File: src/rtl/e203_ifu_rfrd_arb_if.sv
// Handshake bundle between the BPU/debug requesters, the arbiter and the shared regfile read port.
interface e203_ifu_rfrd_arb_if #(
    parameter int XLEN    = 32,
    parameter int RFIDX_W = 5
);
    logic               bpu_rd_req;
    logic [RFIDX_W-1:0] bpu_rd_idx;
    logic               bpu_rd_gnt;
    logic               bpu_rsp_valid;
    logic [XLEN-1:0]    bpu_rsp_data;
    logic               bpu_flush;

    logic               dbg_rd_req;
    logic [RFIDX_W-1:0] dbg_rd_idx;
    logic               dbg_rsp_ready;
    logic               dbg_rd_gnt;
    logic               dbg_rsp_valid;
    logic [XLEN-1:0]    dbg_rsp_data;

    logic               rf_rd_ena;
    logic [RFIDX_W-1:0] rf_rd_idx;
    logic [XLEN-1:0]    rf_rd_data;

    // Arbiter side
    modport slave (
        input  bpu_rd_req, bpu_rd_idx, bpu_flush,
        input  dbg_rd_req, dbg_rd_idx, dbg_rsp_ready,
        input  rf_rd_data,
        output bpu_rd_gnt, bpu_rsp_valid, bpu_rsp_data,
        output dbg_rd_gnt, dbg_rsp_valid, dbg_rsp_data,
        output rf_rd_ena, rf_rd_idx
    );

    // Requester / regfile side
    modport master (
        output bpu_rd_req, bpu_rd_idx, bpu_flush,
        output dbg_rd_req, dbg_rd_idx, dbg_rsp_ready,
        output rf_rd_data,
        input  bpu_rd_gnt, bpu_rsp_valid, bpu_rsp_data,
        input  dbg_rd_gnt, dbg_rsp_valid, dbg_rsp_data,
        input  rf_rd_ena, rf_rd_idx
    );
endinterface

File: src/rtl/e203_ifu_rfrd_arb.sv
// Arbitrates the single regfile read port between BPU JALR-rs1 reads and debug abstract reads.
// Define E203_RFRD_ARB_RR_EN for round-robin on simultaneous requests; otherwise BPU has fixed priority.
module e203_ifu_rfrd_arb #(
    parameter int XLEN    = 32,
    parameter int RFIDX_W = 5
) (
    input logic                 clk,
    input logic                 rst_n,
    e203_ifu_rfrd_arb_if.slave  rfrd
);

    typedef enum logic [1:0] {ST_IDLE, ST_RD, ST_RSP} state_e;
    typedef enum logic {OWN_DBG = 1'b0, OWN_BPU = 1'b1} owner_e;

    state_e             state_q, state_d;
    owner_e             owner_q, owner_d;
    logic [RFIDX_W-1:0] idx_q, idx_d;
    logic [XLEN-1:0]    data_q, data_d;

    logic               bpu_gnt, dbg_gnt, rd_ena;
    logic [RFIDX_W-1:0] rd_idx;
    logic               bpu_vld, dbg_vld;
    logic               bpu_req_ok, pick_bpu;

    // A flushed BPU request is not eligible even in IDLE
    assign bpu_req_ok = rfrd.bpu_rd_req & ~rfrd.bpu_flush;

`ifdef E203_RFRD_ARB_RR_EN
    owner_e last_q, last_d;
    assign pick_bpu = bpu_req_ok & (~rfrd.dbg_rd_req | (last_q == OWN_DBG));
`else
    assign pick_bpu = bpu_req_ok;
`endif

    always_comb begin
        state_d = state_q;
        owner_d = owner_q;
        idx_d   = idx_q;
        data_d  = data_q;
        bpu_gnt = 1'b0;
        dbg_gnt = 1'b0;
        rd_ena  = 1'b0;
        rd_idx  = '0;
        bpu_vld = 1'b0;
        dbg_vld = 1'b0;
`ifdef E203_RFRD_ARB_RR_EN
        last_d  = last_q;
`endif
        case (state_q)
            ST_IDLE: begin
                if (pick_bpu) begin
                    bpu_gnt = 1'b1;
                    rd_ena  = 1'b1;
                    rd_idx  = rfrd.bpu_rd_idx;
                    owner_d = OWN_BPU;
                    idx_d   = rfrd.bpu_rd_idx;
                    state_d = ST_RD;
`ifdef E203_RFRD_ARB_RR_EN
                    last_d  = OWN_BPU;
`endif
                end else if (rfrd.dbg_rd_req) begin
                    dbg_gnt = 1'b1;
                    rd_ena  = 1'b1;
                    rd_idx  = rfrd.dbg_rd_idx;
                    owner_d = OWN_DBG;
                    idx_d   = rfrd.dbg_rd_idx;
                    state_d = ST_RD;
`ifdef E203_RFRD_ARB_RR_EN
                    last_d  = OWN_DBG;
`endif
                end
            end
            ST_RD: begin
                if ((owner_q == OWN_BPU) && rfrd.bpu_flush) begin
                    state_d = ST_IDLE;
                end else begin
                    // x0 reads as zero regardless of what the regfile returns
                    data_d  = (idx_q == '0) ? '0 : rfrd.rf_rd_data;
                    state_d = ST_RSP;
                end
            end
            ST_RSP: begin
                if (owner_q == OWN_BPU) begin
                    bpu_vld = ~rfrd.bpu_flush;
                    state_d = ST_IDLE;
                end else begin
                    dbg_vld = 1'b1;
                    if (rfrd.dbg_rsp_ready) state_d = ST_IDLE;
                end
            end
            default: state_d = ST_IDLE;
        endcase
    end

    always_ff @(posedge clk or negedge rst_n) begin
        if (!rst_n) begin
            state_q <= ST_IDLE;
            owner_q <= OWN_DBG;
            idx_q   <= '0;
            data_q  <= '0;
        end else begin
            state_q <= state_d;
            owner_q <= owner_d;
            idx_q   <= idx_d;
            data_q  <= data_d;
        end
    end

`ifdef E203_RFRD_ARB_RR_EN
    always_ff @(posedge clk or negedge rst_n) begin
        if (!rst_n) last_q <= OWN_DBG;
        else        last_q <= last_d;
    end
`endif

    // Grants are combinational from the request, so hold them off while reset is asserted
    assign rfrd.bpu_rd_gnt    = bpu_gnt & rst_n;
    assign rfrd.dbg_rd_gnt    = dbg_gnt & rst_n;
    assign rfrd.rf_rd_ena     = rd_ena & rst_n;
    assign rfrd.rf_rd_idx     = rd_idx & {RFIDX_W{rst_n}};
    assign rfrd.bpu_rsp_valid = bpu_vld;
    assign rfrd.dbg_rsp_valid = dbg_vld;
    assign rfrd.bpu_rsp_data  = bpu_vld ? data_q : '0;
    assign rfrd.dbg_rsp_data  = dbg_vld ? data_q : '0;

endmodule

File: src/flat_wrapper.sv
// flat-port wrapper written by rule: the top's interface ports become plain ports
module e203_ifu_rfrd_arb_flat 
#(
    parameter int XLEN    = 32,
    parameter int RFIDX_W = 5
)
  (clk, rst_n, rfrd_bpu_rd_req, rfrd_bpu_rd_idx, rfrd_bpu_flush, rfrd_dbg_rd_req, rfrd_dbg_rd_idx, rfrd_dbg_rsp_ready, rfrd_rf_rd_data, rfrd_bpu_rd_gnt, rfrd_bpu_rsp_valid, rfrd_bpu_rsp_data, rfrd_dbg_rd_gnt, rfrd_dbg_rsp_valid, rfrd_dbg_rsp_data, rfrd_rf_rd_ena, rfrd_rf_rd_idx);
  e203_ifu_rfrd_arb_if #(.XLEN(XLEN), .RFIDX_W(RFIDX_W)) rfrd_i ();
  input logic clk;
  input logic rst_n;
  input wire logic [$bits(rfrd_i.bpu_rd_req)-1:0] rfrd_bpu_rd_req;
  input wire logic [$bits(rfrd_i.bpu_rd_idx)-1:0] rfrd_bpu_rd_idx;
  input wire logic [$bits(rfrd_i.bpu_flush)-1:0] rfrd_bpu_flush;
  input wire logic [$bits(rfrd_i.dbg_rd_req)-1:0] rfrd_dbg_rd_req;
  input wire logic [$bits(rfrd_i.dbg_rd_idx)-1:0] rfrd_dbg_rd_idx;
  input wire logic [$bits(rfrd_i.dbg_rsp_ready)-1:0] rfrd_dbg_rsp_ready;
  input wire logic [$bits(rfrd_i.rf_rd_data)-1:0] rfrd_rf_rd_data;
  output wire logic [$bits(rfrd_i.bpu_rd_gnt)-1:0] rfrd_bpu_rd_gnt;
  output wire logic [$bits(rfrd_i.bpu_rsp_valid)-1:0] rfrd_bpu_rsp_valid;
  output wire logic [$bits(rfrd_i.bpu_rsp_data)-1:0] rfrd_bpu_rsp_data;
  output wire logic [$bits(rfrd_i.dbg_rd_gnt)-1:0] rfrd_dbg_rd_gnt;
  output wire logic [$bits(rfrd_i.dbg_rsp_valid)-1:0] rfrd_dbg_rsp_valid;
  output wire logic [$bits(rfrd_i.dbg_rsp_data)-1:0] rfrd_dbg_rsp_data;
  output wire logic [$bits(rfrd_i.rf_rd_ena)-1:0] rfrd_rf_rd_ena;
  output wire logic [$bits(rfrd_i.rf_rd_idx)-1:0] rfrd_rf_rd_idx;
  assign rfrd_i.bpu_rd_req = rfrd_bpu_rd_req;
  assign rfrd_i.bpu_rd_idx = rfrd_bpu_rd_idx;
  assign rfrd_i.bpu_flush = rfrd_bpu_flush;
  assign rfrd_i.dbg_rd_req = rfrd_dbg_rd_req;
  assign rfrd_i.dbg_rd_idx = rfrd_dbg_rd_idx;
  assign rfrd_i.dbg_rsp_ready = rfrd_dbg_rsp_ready;
  assign rfrd_i.rf_rd_data = rfrd_rf_rd_data;
  assign rfrd_bpu_rd_gnt = rfrd_i.bpu_rd_gnt;
  assign rfrd_bpu_rsp_valid = rfrd_i.bpu_rsp_valid;
  assign rfrd_bpu_rsp_data = rfrd_i.bpu_rsp_data;
  assign rfrd_dbg_rd_gnt = rfrd_i.dbg_rd_gnt;
  assign rfrd_dbg_rsp_valid = rfrd_i.dbg_rsp_valid;
  assign rfrd_dbg_rsp_data = rfrd_i.dbg_rsp_data;
  assign rfrd_rf_rd_ena = rfrd_i.rf_rd_ena;
  assign rfrd_rf_rd_idx = rfrd_i.rf_rd_idx;
  e203_ifu_rfrd_arb #(.XLEN(XLEN), .RFIDX_W(RFIDX_W)) u_core (.clk(clk), .rst_n(rst_n), .rfrd(rfrd_i));
endmodule
File: config.mk
export PLATFORM = sky130hd
export DESIGN_NAME = e203_ifu_rfrd_arb_flat
export DESIGN_NICKNAME = d
export VERILOG_FILES = /design/src/rtl/e203_ifu_rfrd_arb_if.sv /design/src/rtl/e203_ifu_rfrd_arb.sv /design/src/flat_wrapper.sv
export SDC_FILE = /design/constraint.sdc
export NUM_CORES = 1
export LEC_CHECK = 0
export BUFFER_PORTS_ARGS = -buffer_cell sky130_fd_sc_hd__buf_4
export CORE_MARGIN = 3
export CORE_UTILIZATION = 51
export CTS_BUF_LIST = sky130_fd_sc_hd__clkbuf_4 sky130_fd_sc_hd__clkbuf_8
export CTS_CLUSTER_DIAMETER = 60
export DETAILED_ROUTE_END_ITERATION = 6
export PLACE_DENSITY = 0.91
export SLEW_MARGIN = 20
export SYNTH_ARGS = -nofsm -noshare
export SYNTH_HDL_FRONTEND = slang
export SYNTH_SLANG_ARGS = --single-unit
File: constraint.sdc
create_clock -name clk -period 3.3 [get_ports clk]
set_clock_uncertainty 0.2 [all_clocks]
set_input_delay 0.495 -clock clk [delete_from_list [all_inputs] [get_ports clk]]
set_output_delay 0.495 -clock clk [all_outputs]
set_load 0.03 [all_outputs]
==> flow_summary_export.csv, run 1 <==
group,metric,value,unit
worst_hold_path,hold_path.class,"input port to register",
worst_setup_path,crit_path_end_kind,"output port",
floorplan,die_h,74.7,um
route,drt_wl_total,6120,um
synth,syn-num-nets,317,
clocking,numCtsBuffers,5,
clocking,cts_root_buffer,"clkbuf_8",
clocking,cts_tree,"yes",
clocking,cts_buffer_depth,2,
worst_setup_path,cp_max_fo,42,
layout,post-route-util,77.4,%
synth,yosysSeqAreaShare,41.6,%
worst_setup_path,required,2.60,ns
sta,hold_viol,0,
run_status,status,"finished, final reports clean",
worst_setup_path,path_class,"input port to output port",
sta,slew_violations,0,
worst_setup_path,cp_top_family,"buffers and inverters",
pwr,ir_drop,0.451,mV
global_route,grt_pass1_wl,9850,um
route,ant_nets,0,
clocking,cts_sinks,40,
clocking,cts.repair_timing.setup_buffer_count,0,
layout,fillCellCount,326,
worst_setup_path,max_stage_delay,0.52,ns
placement,post-dp-hpwl,4330,um
clocking,cts_hold_buf,1,
layout,fin_nets,431,
route,viasPerCell,5.07,
layout,syn_to_final_growth,43.2,%
floorplan,ios,122,
layout,antennaDiodeCount,0,
global_route,gr-total-overflow,0,
synth,synth-seq-cells,40,
clocking,cts_resized,0,
global_route,grt_pass1_vias,2135,
clocking,clkTransAtPathRegs,0.07,ns
sta,finalSetupTns,0,ns
synth,synth_cell_types,25,
route,wl_per_cell,14.0,um
worst_setup_path,crit_top_cell,"buf_4",
route,routed-via-count,2210,
placement,io_buffers,121,
sta,post-route-period-util,88.1,%
floorplan,start_util,54.1,%
floorplan,core_area,4440,um2
placement,place_congestion,0.767,
sta,rsz0062_at_grt,"no",
floorplan,rows,24,
clocking,clk_latency,0.28,ns
route,drc_errors,0,
worst_setup_path,start_kind,"input port",
pwr,totalPowerFinal,2.56,mW
placement,dpl.cell_count,427,
floorplan,die_area,5570,um2
synth,synthCells,269,
global_route,grt_max_degree,43,
synth,syn_area_per_cell,8.94,um2
worst_setup_path,critPathSlowestCell,"dlygate4sd3_1",
global_route,track_usage,22.8,%
worst_setup_path,crit_buf_inv,3,
route,drt_first_pass_iters,4,
synth,mappedNetlistArea,2400,um2
flow_run,drv_cap,0,
worst_setup_path,cp_cell_sequence,"dlygate4sd3_1, buf_4, o211ai_1, a21oi_1, buf_4",
sta,max_slew_margin,36.9,%
pwr,p_leak,1.82,nW
sta,fmaxAchievable,0.344,GHz
sta,worst_pin_slew,0.947,ns
global_route,antenna_found_initial,0,
layout,final_layout_size_suffix_gt1_share,35.7,%
pwr,powerDensity,743,nW/um2
sta,period_minus_slack,2.91,ns
clocking,cts_max_level,2,
synth,yosys_warnings,0,
route,dr.first_iter.drc_count,93,
floorplan,dieWidth,74.7,um
sta,setup_viol,0,
layout,final_cells,436,
worst_setup_path,arrival,2.21,ns
through the flow:
| step | hold WS [ns] | setup slack [ns] | instance area (um2) |
|---|---|---|---|
| final | 0.278 | 0.393 | 3440 |
| after global placement | 0.272 | 0.957 | 3320 |
| after floorplan | -0.000591 | 1.00 | 2400 |
| after global routing | 0.275 | 0.179 | 3440 |
| after CTS | 0.269 | 0.368 | 3440 |
| after detailed placement | 0.280 | 0.862 | 3320 |
final timing paths:
path,startpoint,to,slack (ns),depth (start not counted)
max,rst_n,rfrd_rf_rd_idx[0],0.39,5
min,rfrd_rf_rd_data[21],u_core.data_q[21],0.28,3
max reg2reg,u_core.idx_q[0],u_core.data_q[25],1.41,3
min reg2reg,u_core.idx_q[2],u_core.idx_q[2],0.30,1
max in group asynchronous,rst_n,u_core.data_q[18],2.00,2
min in group asynchronous,rst_n,u_core.data_q[26],0.53,2
flip-flops by register name (all words and copies together), names as in the netlist:
name	count
u_core.data_q	32
u_core.idx_q	5
u_core.owner_q	1
u_core.state_q	2
cell usage after synthesis, drive strengths merged:
cell     instances  area (um2)
or2              1        6.26
nor2b            1        6.26
or4              1        11.3
nor2             3        11.3
o211ai           1        7.51
a21oi            5        25.0
dfrtp           40        1000
a22o             1        8.76
inv             36         135
a31oi            5        31.3
a211oi           1        20.0
o21ai           33         165
nand2b           1        6.26
and2            64         400
a21o             1        7.51
mux2i           32         320
and4bb           1        12.5
nand2           13        48.8
o2bb2ai          5        43.8
nor3b            1        12.5
and3b            5        43.8
clkbuf          15        56.3
buf              3        22.5
area by class of cell:
| class | instances | area [um2] | share of cell area, % |
|---|---|---|---|
| Clock inverter | 2 | 35.0 | 1.02 |
| Clock buffer | 6 | 76.3 | 2.22 |
| Sequential cell | 40 | 1000 | 29.1 |
| Tap cell | 52 | 65.1 | 1.89 |
| Multi-Input combinational cell | 175 | 1190 | 34.5 |
| Inverter | 36 | 135 | 3.93 |
| Timing Repair Buffer | 125 | 941 | 27.3 |
cells by family (layout without fill, tap and decap cells):
kind of cell | Yosys count | in the layout | synth area share, %
compound gates | 52 | 52 | 12.9
flops | 40 | 40 | 41.6
buf+inv | 54 | 169 | 8.90
simple gates | 91 | 91 | 23.3
mux | 32 | 32 | 13.3
cell usage in the layout (no fill, tap or decap), types with 6 or more instances in the layout:
cell	instances
buf_4	124
inv_1	35
o21ai_1	6
and2_1	64
o21ai_0	27
dfrtp_1	40
nand2_1	13
mux2i_1	32
tightest hold or removal path, delay by kind of cell:
| family | cells | cell delay, ns |
|---|---|---|
| multiplexers | 1 | 0.06 |
| AO/OA/AOI/OAI | 1 | 0.06 |
| buffers and inverters | 1 | 0.11 |
where the power goes:
group / total [mW] / leakage (nW) / switching, mW / internal (mW)
registers: 0.961 / 0.485 / 0.223 / 0.738
clock network: 0.396 / 0.0586 / 0.163 / 0.233
logic: 1.20 / 1.28 / 0.696 / 0.504
total: 2.56 / 1.82 / 1.08 / 1.48
layer usage:
metal,routed length (um),global-route usage (%),vias up
li1,-,-,1094
met5,0,0,-
met1,2510,28.0,1026
met4,69,6.52,0
met3,502,4.54,5
met2,3040,40.6,85
(Power assumes the default switching activity.)
==> inputs of run 2 (changes only) <==
==> constraint.sdc (replaced) <==
create_clock -name clk -period 3.75 [get_ports clk]
set_clock_uncertainty 0.2 [all_clocks]
set_input_delay 0.5625 -clock clk [delete_from_list [all_inputs] [get_ports clk]]
set_output_delay 0.5625 -clock clk [all_outputs]
set_load 0.03 [all_outputs]
==> flow_summary_export.csv, run 2 (synthesized netlist as in run 1, its figures left out) <==
group,metric,value,unit
worst_setup_path,crit_buf_inv,1,
layout,final_common_cell,"buf_4",
clocking,clk_latency,0.28,ns
clocking,cts_sinks,40,
worst_setup_path,required,2.99,ns
global_route,grt_pass1_vias,2181,
sta,max_slew_margin,34.1,%
sta,fmaxAchievable,0.395,GHz
layout,syn_to_final_growth,42.3,%
layout,largestRegisters,"u_core.data_q: 32 flops, u_core.idx_q: 5 flops, u_core.state_q: 2 flops",
global_route,track_usage,22.4,%
worst_setup_path,cp_cell_sequence,"and4bb_2, and2_1, buf_4",
sta,post-route-period-util,67.5,%
sta,period_minus_slack,2.53,ns
placement,place_congestion,0.799,
pwr,powerDensity,640,nW/um2
floorplan,die_h,74.7,um
sta,slew_violations,0,
placement,place_area,3330,um2
layout,fin_area,3420,um2
route,viasPerCell,5.08,
layout,fillCellCount,323,
layout,final_layout_size_suffix_gt1_share,35.9,%
placement,place_ws,1.23,ns
layout,top_register,"u_core.data_q",
placement,io_buffers,121,
flow_run,drv_cap,0,
pwr,ir_drop,0.327,mV
layout,final_cells,436,
run_status,status,"finished, final reports clean",
layout,fin_nets,431,
worst_setup_path,cp_max_fo,33,
floorplan,core_area,4440,um2
global_route,grt_pass1_wl,9760,um
route,drc_errors,0,
route,drt_wl_total,6040,um
sta,worst_slack,1.22,ns
worst_setup_path,path_class,"register to output port",
worst_setup_path,crit_path_end_kind,"output port",
sta,finalSetupTns,0,ns
global_route,grt_util_met3,4.54,%
clocking,numCtsBuffers,5,
global_route,grt_max_degree,43,
pwr,p_leak,1.82,nW
layout,largest_register_ffs,32,
global_route,gr-usage-met2,41.9,%
global_route,grt.busiest_layer,"met2",
clocking,cts_root_buffer,"clkbuf_8",
worst_setup_path,start_kind,"register",
global_route,met1_usage,26.4,%
clocking,cts_buffer_depth,2,
sta,setup_viol,0,
global_route,gr-total-overflow,0,
clocking,cts_hold_buf,0,
worst_hold_path,hold_path.class,"input port to async pin",
sta,worst_pin_slew,0.989,ns
layout,antennaDiodeCount,0,
worst_setup_path,cp_top_family,"simple AND/OR/NAND/NOR gates",
placement,dpl.cell_count,428,
route,wl_per_cell,13.9,um
worst_setup_path,critPathSlowestCell,"and4bb_2",
route,drt_first_pass_iters,4,
floorplan,die_area,5570,um2
worst_setup_path,arrival,1.77,ns
layout,final_cell_mix,"buf_4 (125), and2_1 (64), dfrtp_1 (40), inv_1 (35), mux2i_1 (32)",
worst_setup_path,max_stage_delay,0.67,ns
route,ant_nets,0,
floorplan,ios,122,
clocking,cts_resized,0,
route,routed-via-count,2213,
global_route,antenna_found_initial,0,
route,dr.first_iter.drc_count,98,
floorplan,dieWidth,74.7,um
sta,rsz0062_at_grt,"no",
clocking,cts.repair_timing.setup_buffer_count,0,
floorplan,rows,24,
sta,hold_viol,0,
clocking,cts_tree,"yes",
floorplan,start_util,54.1,%
placement,post-dp-hpwl,4500,um
clocking,clkTransAtPathRegs,0.08,ns
clocking,cts_max_level,2,
-- run 2: cell types whose count changed in the layout (fill, tap and decap cells not counted) --
cell,change
buf_4,+1
bufinv_16,-1
clkbuf_4,-1
clkbuf_8,+1
clkinv_2,+1
dlygate4sd3_1,-1
-- run 2: worst reg2reg max path: stages, from the launching register on --
cell and delay (ns):
dfrtp_1 0.39, or4_4 0.71, o21ai_0 0.26, mux2i_1 0.12
-- run 2: power breakdown --
group | total, mW | switching, mW | internal [mW]
Sequential | 0.849 | 0.199 | 0.650
Combinational | 1.06 | 0.609 | 0.448
Clock | 0.285 | 0.138 | 0.147
Total | 2.19 | 0.946 | 1.24
-- run 2: per-layer routing --
layer | vias to the layer above | part of all wire [%]
met4 | 0 | 0.31
met3 | 2 | 7.6
met2 | 81 | 52
met1 | 1035 | 41
met5 | - | 0
li1 | 1095 | -
-- run 2: area by class of cell --
class | count | area [um2] | area share [%]
repair buffers | 125 | 938 | 27.4
inverters | 36 | 135 | 3.95
clock inverters | 2 | 10.0 | 0.293
well taps | 52 | 65.1 | 1.90
multi-input cells | 175 | 1190 | 34.7
clock buffers | 6 | 82.6 | 2.41
flip-flops and latches | 40 | 1000 | 29.3
-- run 2: worst paths after layout --
path	from	end	slack (ns)	cells after the start
max	u_core.state_q[0]	rfrd_bpu_rsp_data[6]	1.22	3
min in group clk	u_core.idx_q[3]	u_core.idx_q[3]	0.30	1
max reg2reg	u_core.idx_q[0]	u_core.data_q[27]	1.95	3
min	rst_n	u_core.data_q[26]	0.05	1
max in group asynchronous	rst_n	u_core.data_q[14]	2.94	1
min reg2reg	u_core.idx_q[3]	u_core.idx_q[3]	0.30	1
-- run 2: through the flow --
step	hold slack [ns]	power, mW	util [%]
final	0.0454	2.19	77.0
after global routing	0.0813	2.36	77.0
after CTS	0.0677	2.21	77.0
after detailed placement	0.276	1.92	74.9
after global placement	0.273	1.87	74.9
after floorplan	0.0669	1.56	-
==> inputs of run 3 (changes only) <==
--- a/config.mk
+++ b/config.mk
@@ -7,11 +7,11 @@
 export LEC_CHECK = 0
 export BUFFER_PORTS_ARGS = -buffer_cell sky130_fd_sc_hd__buf_4
 export CORE_MARGIN = 3
-export CORE_UTILIZATION = 51
+export CORE_UTILIZATION = 43
 export CTS_BUF_LIST = sky130_fd_sc_hd__clkbuf_4 sky130_fd_sc_hd__clkbuf_8
 export CTS_CLUSTER_DIAMETER = 60
 export DETAILED_ROUTE_END_ITERATION = 6
-export PLACE_DENSITY = 0.91
+export PLACE_DENSITY = 0.82
 export SLEW_MARGIN = 20
 export SYNTH_ARGS = -nofsm -noshare
 export SYNTH_HDL_FRONTEND = slang
==> constraint.sdc (replaced) <==
create_clock -name clk -period 2.2 [get_ports clk]
set_clock_uncertainty 0.2 [all_clocks]
set_input_delay 0.33 -clock clk [delete_from_list [all_inputs] [get_ports clk]]
set_output_delay 0.33 -clock clk [all_outputs]
set_load 0.03 [all_outputs]
==> flow_summary_export.csv, run 3 (synthesized netlist as in run 1, its figures left out) <==
group,metric,value,unit
floorplan,ios,122,
pwr,totalPowerFinal,3.86,mW
global_route,track_usage,21.1,%
sta,slew_violations,0,
pwr,clkPwrFrac,13.1,%
clocking,cts_tree,"yes",
layout,antennaDiodeCount,0,
flow_run,drv_cap,0,
placement,place_congestion,0.794,
route,drt_first_pass_iters,4,
global_route,grt_pass1_wl,10700,um
sta,hold_viol,0,
worst_setup_path,arrival,1.57,ns
placement,post-dp-hpwl,4970,um
sta,worst_slack,0.101,ns
layout,fillCellCount,436,
route,drc_errors,0,
floorplan,core_area,5270,um2
global_route,gr-usage-met2,34.7,%
sta,max_slew_margin,63.9,%
route,dr.first_iter.drc_count,108,
sta,rsz0062_at_grt,"no",
floorplan,dieWidth,80.8,um
pwr,ir_drop,0.567,mV
layout,final_cells,461,
layout,fin_area,3530,um2
layout,largest_register_ffs,32,
worst_hold_path,hold_path.class,"input port to register",
worst_setup_path,path_class,"register to output port",
layout,final_layout_size_suffix_gt1_share,37.1,%
layout,register_area,1000,um2
route,ant_nets,0,
layout,fin_nets,438,
layout,multi_input_area,1190,um2
clocking,clkTransAtPathRegs,0.08,ns
pwr,p_seq_share,36.6,%
clocking,clk_latency,0.29,ns
layout,final_common_cell,"buf_4",
route,drt_wl_total,6780,um
pwr,p_leak,1.87,nW
pwr,swShare,43.5,%
run_status,status,"finished, final reports clean",
route,viasPerCell,4.89,
placement,place_ws,0.317,ns
layout,largestRegisters,"u_core.data_q: 32 flops, u_core.idx_q: 5 flops, u_core.state_q: 2 flops",
floorplan,die_area,6520,um2
clocking,cts_root_buffer,"clkbuf_8",
floorplan,die_h,80.8,um
worst_setup_path,required,1.67,ns
pwr,switchingPower,1.68,mW
global_route,grt_pass1_vias,2173,
clocking,cts_max_level,2,
pwr,power_frac_comb,50.3,%
pwr,powerDensity,1090,nW/um2
global_route,antenna_found_initial,0,
floorplan,start_util,45.6,%
global_route,grt_max_degree,41,
route,routed-via-count,2255,
worst_setup_path,cp_max_fo,21,
global_route,gr-total-overflow,0,
worst_setup_path,crit_path_end_kind,"output port",
global_route,met1_usage,27.3,%
global_route,grt_util_met3,6.10,%
clocking,cts_sinks,40,
layout,final_cell_mix,"buf_4 (128), and2_1 (64), dfrtp_1 (39), inv_1 (35), mux2i_1 (32)",
clocking,cts_buffer_depth,2,
placement,dpl.cell_count,452,
placement,place_area,3410,um2
sta,finalSetupTns,0,ns
route,wl_per_cell,14.7,um
global_route,grt.busiest_layer,"met2",
sta,setup_viol,0,
sta,worst_pin_slew,0.539,ns
sta,post-route-period-util,95.4,%
sta,holdWs,0.107,ns
pwr,cellInternalPower,2.18,mW
layout,top_register,"u_core.data_q",
layout,syn_to_final_growth,46.8,%
sta,period_minus_slack,2.10,ns
floorplan,rows,26,
worst_setup_path,start_kind,"register",
clocking,numCtsBuffers,5,
placement,io_buffers,121,
sta,fmaxAchievable,0.476,GHz
layout,post-route-util,67.0,%
-- run 3: power groups by stage --
| stage | combinational [mW] | clock [mW] | sequential, mW |
|---|---|---|---|
| floorplan | 1.35 | 0 | 1.30 |
| global placement | 1.88 | 0 | 1.41 |
| detailed placement | 1.96 | 0 | 1.42 |
| CTS | 1.96 | 0.514 | 1.41 |
| global route | 2.13 | 0.547 | 1.48 |
| finish | 1.94 | 0.505 | 1.41 |
-- run 3: critical path: stages, from the launching register on --
cell,delay (ns)
dfrtp_2,0.45
and4bb_2,0.33
buf_6,0.17
and2_1,0.16
buf_4,0.17
-- run 3: path summary, 6_finish.rpt --
check | end | start | slack, ns | depth (start not counted)
worst max register to register | u_core.data_q[3] | u_core.idx_q[0] | 0.41 | 3
min in group asynchronous | u_core.data_q[0] | rst_n | 0.13 | 3
worst max-delay path | rfrd_bpu_rsp_data[21] | u_core.state_q[0] | 0.10 | 4
max in group asynchronous | u_core.state_q[0] | rst_n | 1.28 | 3
worst min-delay path | u_core.data_q[1] | rfrd_rf_rd_data[1] | 0.11 | 3
worst min register to register | u_core.idx_q[2] | u_core.idx_q[2] | 0.30 | 1
-- run 3: layer usage --
layer,share of wire [%],vias to the layer above
met5,0,-
met4,1.3,0
met3,9.1,7
met2,46,87
met1,43,1049
li1,-,1112
-- run 3: cell type report --
type	count	share of cell area [%]
multi-input cells	175	33.9
repair buffers	132	28.8
flip-flops and latches	40	28.4
inverters	36	3.83
well taps	70	2.48
clock buffers	6	2.34
clock inverters	2	0.284
-- run 3: what timing repair did --
| item | 4_1_cts | 5_1_grt |
|---|---|---|
| hold buffers | 1 | 0 |
| gates resized for setup | 0 | 4 |
| hold endpoints to repair | 40 | 0 |
| setup endpoints to repair | 0 | 25 |
| buffers inserted | 0 | 0 |
